### config.mk
export PLATFORM = sky130hd
export DESIGN_NAME = vga_timing_gen
export DESIGN_NICKNAME = d
export VERILOG_FILES = /design/src/rtl/vga_pkg.sv /design/src/rtl/vga_axis_counter.sv /design/src/rtl/vga_timing_gen.sv
export SDC_FILE = /design/constraint.sdc
export NUM_CORES = 1
export LEC_CHECK = 0
export BUFFER_PORTS_ARGS = -buffer_cell sky130_fd_sc_hd__buf_4
export CAP_MARGIN = 10
export CORE_MARGIN = 2
export CORE_UTILIZATION = 30
export CTS_BUF_LIST = sky130_fd_sc_hd__clkbuf_4
export DETAILED_ROUTE_END_ITERATION = 16
export SETUP_SLACK_MARGIN = 0.05
export SLEW_MARGIN = 0
export SYNTH_ARGS = -nofsm -noshare
export SYNTH_HDL_FRONTEND = slang
export SYNTH_SLANG_ARGS = --single-unit
### constraint.sdc
create_clock -name clk_i -period 3.1 [get_ports clk_i]
set_input_delay 0.62 -clock clk_i [delete_from_list [all_inputs] [get_ports clk_i]]
set_output_delay 0.62 -clock clk_i [all_outputs]
set_load 0.1 [all_outputs]
### src/rtl/vga_pkg.sv
// Shared timing defaults, coordinate type and sync polarity constants for the
// 640x480@60 raster generator.
package vga_pkg;

  localparam int H_ACTIVE_DEF = 640;
  localparam int H_FP_DEF     = 16;
  localparam int H_SYNC_DEF   = 96;
  localparam int H_BP_DEF     = 48;
  localparam int V_ACTIVE_DEF = 480;
  localparam int V_FP_DEF     = 10;
  localparam int V_SYNC_DEF   = 2;
  localparam int V_BP_DEF     = 33;

  localparam int H_TOTAL_DEF = H_ACTIVE_DEF + H_FP_DEF + H_SYNC_DEF + H_BP_DEF;
  localparam int V_TOTAL_DEF = V_ACTIVE_DEF + V_FP_DEF + V_SYNC_DEF + V_BP_DEF;

  localparam bit SYNC_ACTIVE_LOW  = 1'b0;
  localparam bit SYNC_ACTIVE_HIGH = 1'b1;

  typedef logic [9:0] coord_t;

  function automatic int max_int(input int a, input int b);
    return (a > b) ? a : b;
  endfunction

endpackage

### src/rtl/vga_axis_counter.sv
// Modulo-N counter with synchronous clear, increment enable and a terminal-count flag.
module vga_axis_counter #(
  parameter int N = 800,
  parameter int W = 10
) (
  input  logic         clk_i,
  input  logic         rst_i,
  input  logic         clr_i,
  input  logic         inc_i,
  output logic [W-1:0] cnt_o,
  output logic         tc_o
);

  localparam logic [W-1:0] LAST = W'(N - 1);

  logic [W-1:0] cnt_q;
  logic [W-1:0] cnt_d;

  // Anything at or beyond the last legal value wraps, so a corrupted count self-heals.
  always_comb begin
    cnt_d = cnt_q;
    if (clr_i) begin
      cnt_d = '0;
    end else if (inc_i) begin
      cnt_d = (cnt_q >= LAST) ? '0 : cnt_q + W'(1);
    end
  end

  always_ff @(posedge clk_i) begin
    if (rst_i) begin
      cnt_q <= '0;
    end else begin
      cnt_q <= cnt_d;
    end
  end

  assign cnt_o = cnt_q;
  assign tc_o  = (cnt_q >= LAST);

endmodule

### src/rtl/vga_timing_gen.sv
// VGA raster timing: horizontal/vertical counters plus registered decode of sync,
// display enable, active-area coordinates and line/frame strobes.
module vga_timing_gen
  import vga_pkg::*;
#(
  parameter int H_ACTIVE  = H_ACTIVE_DEF,
  parameter int H_FP      = H_FP_DEF,
  parameter int H_SYNC    = H_SYNC_DEF,
  parameter int H_BP      = H_BP_DEF,
  parameter int V_ACTIVE  = V_ACTIVE_DEF,
  parameter int V_FP      = V_FP_DEF,
  parameter int V_SYNC    = V_SYNC_DEF,
  parameter int V_BP      = V_BP_DEF,
  parameter bit HSYNC_POL = SYNC_ACTIVE_LOW,
  parameter bit VSYNC_POL = SYNC_ACTIVE_LOW
) (
  input  logic   clk_i,
  input  logic   rst_i,
  input  logic   en_i,
  output logic   hsync_o,
  output logic   vsync_o,
  output logic   de_o,
  output coord_t col_o,
  output coord_t row_o,
  output logic   line_start_o,
  output logic   frame_start_o
);

  localparam int H_TOTAL = H_ACTIVE + H_FP + H_SYNC + H_BP;
  localparam int V_TOTAL = V_ACTIVE + V_FP + V_SYNC + V_BP;
  localparam int CW      = $clog2(max_int(H_TOTAL, V_TOTAL));

  localparam logic [CW-1:0] H_ACT    = CW'(H_ACTIVE);
  localparam logic [CW-1:0] HS_BEGIN = CW'(H_ACTIVE + H_FP);
  localparam logic [CW-1:0] HS_END   = CW'(H_ACTIVE + H_FP + H_SYNC);
  localparam logic [CW-1:0] V_ACT    = CW'(V_ACTIVE);
  localparam logic [CW-1:0] VS_BEGIN = CW'(V_ACTIVE + V_FP);
  localparam logic [CW-1:0] VS_END   = CW'(V_ACTIVE + V_FP + V_SYNC);

  logic [CW-1:0] h_cnt;
  logic [CW-1:0] v_cnt;
  logic          h_tc;
  // Frame start decodes the origin directly, so the vertical wrap flag has no consumer.
  logic          unused_v_tc;

  vga_axis_counter #(.N(H_TOTAL), .W(CW)) u_h_cnt (
    .clk_i (clk_i),
    .rst_i (rst_i),
    .clr_i (~en_i),
    .inc_i (1'b1),
    .cnt_o (h_cnt),
    .tc_o  (h_tc)
  );

  vga_axis_counter #(.N(V_TOTAL), .W(CW)) u_v_cnt (
    .clk_i (clk_i),
    .rst_i (rst_i),
    .clr_i (~en_i),
    .inc_i (h_tc),
    .cnt_o (v_cnt),
    .tc_o  (unused_v_tc)
  );

  logic   hsync_q, hsync_d;
  logic   vsync_q, vsync_d;
  logic   de_q, de_d;
  coord_t col_q, col_d;
  coord_t row_q, row_d;
  logic   line_start_q, line_start_d;
  logic   frame_start_q, frame_start_d;

  always_comb begin
    de_d          = (h_cnt < H_ACT) && (v_cnt < V_ACT);
    hsync_d       = ((h_cnt >= HS_BEGIN) && (h_cnt < HS_END)) ? HSYNC_POL : ~HSYNC_POL;
    vsync_d       = ((v_cnt >= VS_BEGIN) && (v_cnt < VS_END)) ? VSYNC_POL : ~VSYNC_POL;
    col_d         = de_d ? coord_t'(h_cnt) : '0;
    row_d         = de_d ? coord_t'(v_cnt) : '0;
    line_start_d  = (h_cnt == '0);
    frame_start_d = (h_cnt == '0) && (v_cnt == '0);
  end

  // Losing PLL lock behaves exactly like reset so a frame never resumes mid-raster.
  always_ff @(posedge clk_i) begin
    if (rst_i || !en_i) begin
      hsync_q       <= ~HSYNC_POL;
      vsync_q       <= ~VSYNC_POL;
      de_q          <= 1'b0;
      col_q         <= '0;
      row_q         <= '0;
      line_start_q  <= 1'b0;
      frame_start_q <= 1'b0;
    end else begin
      hsync_q       <= hsync_d;
      vsync_q       <= vsync_d;
      de_q          <= de_d;
      col_q         <= col_d;
      row_q         <= row_d;
      line_start_q  <= line_start_d;
      frame_start_q <= frame_start_d;
    end
  end

  assign hsync_o       = hsync_q;
  assign vsync_o       = vsync_q;
  assign de_o          = de_q;
  assign col_o         = col_q;
  assign row_o         = row_q;
  assign line_start_o  = line_start_q;
  assign frame_start_o = frame_start_q;

endmodule

==> impl_metrics.toml <==
[yosys]
synth_area_leaders = "dfxtp_1, and2_1, nor2_1"
yosysTopAreaCellShare_pct = 52.4
synth_top_area_cell = "dfxtp_1"
synth_compound_area_share_pct = 8.44
synth_xor_xnor_area_share_pct = 5.60
synth_top_family_by_area = "simple AND/OR/NAND/NOR gates"
syn-cell-area_mm2 = 0.00172
synth_cell_type_count = 40
synth_common_cells = "dfxtp_1, and2_1, nor2_1"
synth_top_flop_cell = "dfxtp_1"
syn-num-nets = 184
syn_avg_cell_area_um2 = 9.72
synth_edf_count = 0
yosysSeqAreaShare_pct = 52.4
synthArstFlopShare_pct = 0
synth_warnings = 0
synthAdderAreaFrac_pct = 2.91
synth-simple-area-share_pct = 26.6
muxShareOfSynthArea_pct = 0
synth_most_common_cell = "dfxtp_1"
synth_seq_cells = 45
syn_inst = 177

[critical_path]
worstSetupStartpointType = "flop"
endpoint_kind = "flop"
reg2reg_depth = 5
required_ns = 3.34
path_max_fanout = 9
cp-startpoint = "u_h_cnt.cnt_o[0]"
worst-setup-path-type = "reg -> reg"
crit_arrival_ns = 2.10
r2r_start = "u_h_cnt.cnt_o[0]"

[min_path]
hp-start = "u_h_cnt.cnt_o[0]"
hold_class = "reg -> reg"
hold_depth = 1

[timing]
fin_crit_sh_pct = 60.2
fmax_mhz = 536
max-slew-margin-rel_pct = 60.0
rsz0062_at_grt = "false"
min_period_ns = 1.87
fin_tns_setup_ns = 0
finalSetupViolations = 0
max_slew.worst_pin.slew_ns = 0.594
hold_viol_final = 0
slew_violations = 0
finClkSkew_ns = 0.0106

[power]
power_frac_clock_pct = 36.0
p_leak_nw = 0.783
seqPwrFrac_pct = 59.0
swShare_pct = 22.9
vdd_ir_drop_max_mv = 0.174
comb_power_share_pct = 5.0
finalPower_uw = 992
power.net_switching_uw = 228
p_per_area_mw_per_mm2 = 482
p_int_uw = 765

[die]
ios = 28
die_area_mm2 = 0.00636
core-area_mm2 = 0.00551
fp.dieW_um = 79.7
start_util_pct = 31.2
die_height_um = 79.7
rows = 27

[clock_tree]
htreeDepth = 2
tritoncts = "yes"
cts_buffers = 5
clock_path_buffers = 2
ctsHoldBuffers = 0
clk_pin_slew_worst_paths_ns = 0.13
cts_resized = 0
cts_root_buf = "clkbuf_4"
worst_skew_pair.late_latency_ns = 0.35
clock-sinks = 45
cts_setup_buffers = 0

[detailed_routing]
drt-initial-drc-count = 87
wire_per_inst_um = 11.3
drt_first_pass_iters = 4
wl_um = 3130
drc = 0
ant_nets = 0
vias_per_cell = 4.64
vias = 1285

[placement]
gp_congestion = 0.828
hpwl_um = 2320
portBuffers = 27

[status]
status = "finished, final reports clean"

[final_layout]
final_util_pct = 37.4
antenna_cells = 0
nNetsFinal = 211
drive_above_1_share_pct = 21.5
syn_to_final_growth_pct = 19.7

[global_routing]
antenna_found_initial = 0
grt_overflow = 0
grt_max_degree = 16
grt_pass1_wl_um = 5310
grt_pass1_vias = 1102
track_usage_pct = 10.7

[flow_run]
cap_violations = 0
-- power groups by stage --
stage          combinational, mW  sequential, mW  clock [mW]
2_1_floorplan             0.0125           0.623           0
3_3_place_gp              0.0500           0.598           0
3_5_place_dp              0.0503           0.598           0
4_1_cts                   0.0502           0.586       0.369
5_1_grt                   0.0528           0.587       0.395
6_report                  0.0495           0.585       0.358
-- per-layer routing --
metal	vias to the layer above	part of all wire, %	GRT usage, %
li1	663	-	-
met4	0	2.0	4.66
met1	577	48	14.8
met5	-	0	0
met2	39	43	15.5
met3	6	7.1	2.83
-- cells by family after synthesis --
| logic type | after synthesis |
|---|---|
| compound gates | 23 |
| xor+xnor | 11 |
| fa+ha+maj | 4 |
| flops | 45 |
| other cells | 1 |
| buf+inv | 12 |
| simple gates | 81 |
-- worst max-delay path, cell delays in order, from the launching register on --
cell	delay [ns]
dfxtp_1	0.42
ha_1	0.26
nand4_2	0.17
a21o_1	0.28
o21ai_0	0.52
nor2_1	0.11
-- layout make-up --
class                   instances  area [µm²]
flip-flops and latches         45         901
fillers                       574        3450
clock buffers                   5        37.5
repair buffers                 28         210
well taps                      72        90.1
inverters                       4        15.0
multi-input cells             120         759
clock inverters                 3        46.3
-- flip-flops by register name, summed over array words and instances (netlist names) --
register       count
line_start_o       1
vsync_o            1
hsync_o            1
row_o             10
de_o               1
u_h_cnt.cnt_o     10
u_v_cnt.cnt_o     10
frame_start_o      1
col_o             10
-- metrics by stage --
step                std cells  area (µm²)  setup slack (ns)  hold slack (ns)
global route              277        2060             0.984            0.545
finish                    277        2060              1.23            0.502
global placement          269        1980              1.14            0.469
detailed placement        269        1980              1.10            0.481
floorplan                 177        1720              1.40            0.437
CTS                       277        2060              1.22            0.511
-- worst paths after layout --
| kind | endpoint | slack (ns) |
|---|---|---|
| worst min-delay path | u_h_cnt.cnt_o[0] | 0.50 |
| worst max-delay path | u_v_cnt.cnt_o[0] | 1.23 |
| worst min register to register | u_h_cnt.cnt_o[0] | 0.50 |
| worst max register to register | u_v_cnt.cnt_o[0] | 1.23 |
-- cells in the final DEF (no fill, tap or decap), drive strengths merged, types with 7 or more instances in the layout --
master  count
dfxtp      45
buf        28
and2       20
nor2       18
nand2      10
a21oi       8
xnor2       7
nand3       7
nand4       7
Power figures use the tool's default switching activity.
